File: config.mk
export PLATFORM = sky130hd
export DESIGN_NAME = peripheral_sqrt_n
export DESIGN_NICKNAME = d
export VERILOG_FILES = /design/src/rtl/peripheral_sqrt_n.sv
export SDC_FILE = /design/constraint.sdc
export NUM_CORES = 1
export LEC_CHECK = 0
export ABC_AREA = 1
export CELL_PAD_IN_SITES_DETAIL_PLACEMENT = 2
export CELL_PAD_IN_SITES_GLOBAL_PLACEMENT = 2
export CORE_UTILIZATION = 30
export CTS_CLUSTER_DIAMETER = 150
export DETAILED_ROUTE_END_ITERATION = 6
export PLACE_DENSITY_LB_ADDON = 0.1
export SLEW_MARGIN = 20
export SYNTH_ARGS = -nofsm -noshare
export SYNTH_HDL_FRONTEND = slang
export SYNTH_SLANG_ARGS = --single-unit
File: constraint.sdc
create_clock -name clk -period 2.7 [get_ports clk]
set_clock_uncertainty 0.15 [all_clocks]
set_input_delay 0.54 -clock clk [delete_from_list [all_inputs] [get_ports clk]]
set_output_delay 0.54 -clock clk [all_outputs]
set_load 0.02 [all_outputs]
File: src/rtl/peripheral_sqrt_n.sv
// Memory-mapped integer square-root peripheral: one root bit per clock using
// the digit-by-digit method, with busy/done/overrun status and a done interrupt.
module peripheral_sqrt_n #(
  parameter int WIDTH = 16
) (
  input  logic        clk,
  input  logic        reset,
  input  logic [31:0] d_in,
  input  logic        cs,
  input  logic [4:0]  addr,
  input  logic        rd,
  input  logic        wr,
  output logic [31:0] d_out,
  output logic        irq
);

  localparam int H  = WIDTH / 2;
  localparam int CW = $clog2(H) + 1;

  localparam logic [4:0] A_RAD  = 5'h00;
  localparam logic [4:0] A_ROOT = 5'h04;
  localparam logic [4:0] A_REM  = 5'h08;
  localparam logic [4:0] A_CTRL = 5'h0C;

  logic [WIDTH-1:0] r_rad;
  logic [H-1:0]     r_q;
  logic [H+1:0]     r_r;
  logic [CW-1:0]    r_cnt;
  logic [H-1:0]     r_root;
  logic [H+1:0]     r_rem;
  logic             r_busy;
  logic             r_done;
  logic             r_ovr;
  logic             r_irq_en;
  logic             r_irq;
  logic [31:0]      r_dout;

  logic             w_rd;
  logic             w_wr;
  logic [H+3:0]     w_cat;
  logic [H+3:0]     w_sub;
  logic [H+3:0]     w_trial;
  logic             w_ge;
  logic [H+1:0]     w_r_nxt;
  logic [H-1:0]     w_q_nxt;
  logic [31:0]      w_rdata;
  logic             w_unused_din;

  assign w_rd = cs & rd;
  assign w_wr = cs & wr;

  // Upper data bits beyond the radicand/control fields are don't-care.
  assign w_unused_din = ^(d_in >> WIDTH);

  // Trial subtraction of {Q,01} from the remainder extended by the next pair.
  assign w_cat   = {r_r, r_rad[WIDTH-1:WIDTH-2]};
  assign w_sub   = {2'b00, r_q, 2'b01};
  assign w_ge    = (w_cat >= w_sub);
  assign w_trial = w_cat - w_sub;
  assign w_r_nxt = w_ge ? w_trial[H+1:0] : w_cat[H+1:0];
  assign w_q_nxt = {r_q[H-2:0], w_ge};

  always_comb begin
    w_rdata = '0;
    case (addr)
      A_ROOT:  w_rdata = 32'(r_root);
      A_REM:   w_rdata = 32'(r_rem);
      A_CTRL:  w_rdata = {28'd0, r_irq_en, r_ovr, r_done, r_busy};
      default: w_rdata = '0;
    endcase
  end

  always_ff @(posedge clk or posedge reset) begin
    if (reset) begin
      r_rad    <= '0;
      r_q      <= '0;
      r_r      <= '0;
      r_cnt    <= '0;
      r_root   <= '0;
      r_rem    <= '0;
      r_busy   <= 1'b0;
      r_done   <= 1'b0;
      r_ovr    <= 1'b0;
      r_irq_en <= 1'b0;
      r_irq    <= 1'b0;
      r_dout   <= '0;
    end else begin
      if (w_rd)
        r_dout <= w_rdata;
      r_irq <= r_done & r_irq_en;

      if (w_wr && addr == A_CTRL) begin
        r_irq_en <= d_in[0];
        if (d_in[1]) r_done <= 1'b0;
        if (d_in[2]) r_ovr  <= 1'b0;
      end

      if (w_wr && addr == A_RAD) begin
        if (r_busy) begin
          r_ovr <= 1'b1;
        end else begin
          r_rad  <= d_in[WIDTH-1:0];
          r_q    <= '0;
          r_r    <= '0;
          r_cnt  <= CW'(H);
          r_busy <= 1'b1;
          r_done <= 1'b0;
        end
      end

      // Placed after the control write so completion overrides a done clear.
      if (r_busy) begin
        r_rad <= {r_rad[WIDTH-3:0], 2'b00};
        r_q   <= w_q_nxt;
        r_r   <= w_r_nxt;
        r_cnt <= r_cnt - 1'b1;
        if (r_cnt == CW'(1)) begin
          r_root <= w_q_nxt;
          r_rem  <= w_r_nxt;
          r_busy <= 1'b0;
          r_done <= 1'b1;
        end
      end
    end
  end

  assign d_out = r_dout;
  assign irq   = r_irq;

endmodule

==> flow_metrics.py <==
metrics = {
    "global_route": {
        "grtUsageMet2": 0.320,
        "met3_usage": 0.0285,
        "busiest_layer": "met2",
        "grtUsageMet1": 0.226,
        "grt_pass1_wl_um": 18300,
        "grt_usage": 0.183,
        "grt_max_degree": 25,
        "grt_antenna_before_repair": 0,
        "grt-ovfl-total": 0,
        "grt_pass1_vias": 3561,
    },
    "setup_path": {
        "rr_startpoint": "r_q[0]$_DFFE_PP0P_",
        "crit_type": "reg -> reg",
        "rrSetupSlack_ps": 370,
        "r2r-end": "r_rem[5]$_DFFE_PP0P_",
        "cp.arrival_ps": 2400,
        "path_buf_inv": 2,
        "crit_fanout": 10,
        "rr_worst_depth": 10,
        "slowest_stage": "ha_1",
        "crit_path_cell_trace": "inv_1 -> ha_1 -> nand2_1 -> nor2_1 -> nand3_2 -> nand4_2 -> buf_4 -> nand3b_1 -> nand3_1 -> nand2_1",
        "worstSetupEndpointType": "flop",
        "slowest_delay_ps": 410,
        "path_delay_family": "simple AND/OR/NAND/NOR gates",
        "worstPathRequired_ps": 2780,
        "start_kind": "flop",
        "path_common_cell": "nand2_1",
    },
    "die": {
        "initial_core_util": 0.313,
        "die-width_um": 115,
        "die_area_um2": 13200,
        "ios": 75,
        "num_rows": 40,
        "core_area_um2": 12200,
        "die_h_um": 115,
    },
    "route": {
        "ant_nets": 0,
        "drc": 0,
        "dr.pass1.iters": 4,
        "routed_wl_um": 10800,
        "post_drt_wl_per_cell_um": 15.6,
        "via_per_inst": 4.70,
        "routed-via-count": 3251,
        "first_iter_violations": 125,
    },
    "placed_design": {
        "dp_cells": 676,
        "place_congestion": 0.802,
        "place_hpwl_um": 8160,
        "io_buffers": 36,
    },
    "status": {
        "status": "finished, final reports clean",
    },
    "final_layout": {
        "final_cells": 692,
        "area_delta_synth_final_pct": 20.4,
        "diodes": 0,
        "layout-drive-gt1-share": 0.0802,
        "final_net_count": 573,
        "fill_cells": 1456,
    },
    "timing": {
        "setup_viol": 0,
        "fin_crit_sh": 0.862,
        "hold_viol": 0,
        "setup_tns_ps": 0,
        "clock.fmax_mhz": 430,
        "layout_min_cycle_time_ps": 2330,
        "rsz0062_at_grt": "false",
        "drv_slew": 0,
    },
    "clock_tree": {
        "post_cts_buffers": 0,
        "cts-root-buf": "clkbuf_16",
        "cts.sinks": 71,
        "cts_htree_levels": 3,
        "post_cts_resized": 0,
        "path_clk_slew_ps": 60,
        "cts_tree": "done",
        "insertion_delay_ps": 340,
        "ctsHoldBuffers": 0,
        "numCtsBuffers": 9,
        "cts_buffer_depth": 2,
    },
    "yosys": {
        "synth_area_um2": 3820,
        "synth_common_cells": "nand2_1, dfrtp_1, inv_1",
        "yosysMostFrequentCell": "nand2_1",
        "synth-main-ff-cell": "dfrtp_1",
        "syn_avg_cell_area_um2": 8.06,
        "yosys-top-cells-area": "dfrtp_1, nand2_1, inv_1, buf_4, ha_1",
        "synth_warnings": 0,
        "ys_ff_latch": 71,
        "post-synth-top-area-cell": "dfrtp_1",
        "async_flop_share": 1.00,
        "yosysUniqueCellTypes": 32,
        "synthCells": 474,
        "synth-edff-count": 0,
        "yosysSeqAreaShare": 0.465,
        "synth_top_area_frac": 0.465,
    },
    "min_path": {
        "hold_path.class": "in -> async",
    },
    "pwr": {
        "ir_worst_vdd_mv": 0.357,
        "power_density_nw_per_um2": 1180,
        "p_leak_nw": 2.26,
    },
    "flow_run": {
        "max-cap-violations": 0,
    },
}
[layout make-up]
type	instances	area, µm²	share of cell area
clock buffer	12	246	0.0536
clock inverter	4	55.1	0.0120
inverter	64	240	0.0522
multi-input combinational	325	1620	0.352
sequential	71	1780	0.386
tap	168	210	0.0457
timing repair buffer	48	450	0.0979
[flip-flops by register name (all words and copies together), names as in the netlist]
register / count
r_rem: 10
d_out: 10
irq: 1
r_r: 10
r_busy: 1
r_cnt: 4
r_q: 8
r_done: 1
r_rad: 16
r_root: 8
r_irq_en: 1
r_ovr: 1
[where the power goes]
| part | total [mW] | internal, mW | switching (mW) | leakage (nW) |
|---|---|---|---|---|
| combinational | 2.56 | 0.882 | 1.68 | 1.20 |
| sequential | 1.67 | 1.45 | 0.220 | 0.914 |
| clock | 1.21 | 0.744 | 0.464 | 0.143 |
| total | 5.44 | 3.08 | 2.36 | 2.26 |
[worst max-delay path by stage]
| stage | end | cells after the start | startpoint | slack, ps |
|---|---|---|---|---|
| after floorplan | d_out[0]$_DFFE_PP0P_ | 1 | reset | 210 |
| after global placement | r_ovr$_DFF_PP0_ | 7 | addr[4] | 390 |
| after detailed placement | r_ovr$_DFF_PP0_ | 6 | addr[3] | 360 |
| after CTS | r_rem[5]$_DFFE_PP0P_ | 10 | r_q[0]$_DFFE_PP0P_ | 340 |
| after global routing | r_rem[4]$_DFFE_PP0P_ | 10 | r_q[0]$_DFFE_PP0P_ | 180 |
| final | r_rem[5]$_DFFE_PP0P_ | 10 | r_q[0]$_DFFE_PP0P_ | 370 |
[cells by family after synthesis]
group,count (synthesis),share of synthesized area
buffers and inverters,99,0.131
AOI/OAI and AO/OA,71,0.109
adders and majority gates,12,0.0393
DFF,71,0.465
other,1,0.000982
xor gates and xnor gates,4,0.00917
and+or+nand+nor,216,0.245
[cell usage in the layout, fill, tap and decap left out, drive strengths merged, types with 2 or more instances in the layout]
master	Yosys	routed
nand2	149	149
dfrtp	71	71
inv	64	64
clkdlybuf4s50	0	36
o21ai	34	34
nand3	31	31
conb	1	22
nor2	18	18
a21oi	12	12
ha	12	12
buf	30	12
nand4	12	12
clkbuf	5	12
o22ai	10	10
o211ai	10	10
nor3	4	4
a22o	3	3
o221ai	2	2
xor2	2	2
xnor2	2	2
clkinv	0	2
[stage by stage]
stage	hold slack, ps	worst slack (ps)	cell area, µm²	util	power [mW]
after floorplan	296	213	3900	-	3.55
after global placement	315	391	4300	0.352	4.18
after detailed placement	320	360	4300	0.352	4.28
after CTS	303	342	4600	0.377	5.54
after global routing	339	175	4600	0.377	5.96
final	308	373	4600	0.377	5.44
[worst register-to-register path: stages, from the launching register on]
cell	delay [ps]
dfrtp_1	320
inv_1	90
ha_1	410
nand2_1	110
nor2_1	200
nand3_2	220
nand4_2	170
buf_4	200
nand3b_1	170
nand3_1	120
nand2_1	60
[per-layer routing]
layer / routed length [µm] / vias up
met1: 4940 / 1624
met4: 169 / 0
met3: 246 / 11
li1: - / 1573
met5: 0 / -
met2: 5410 / 43
Power figures use the tool's default switching activity.
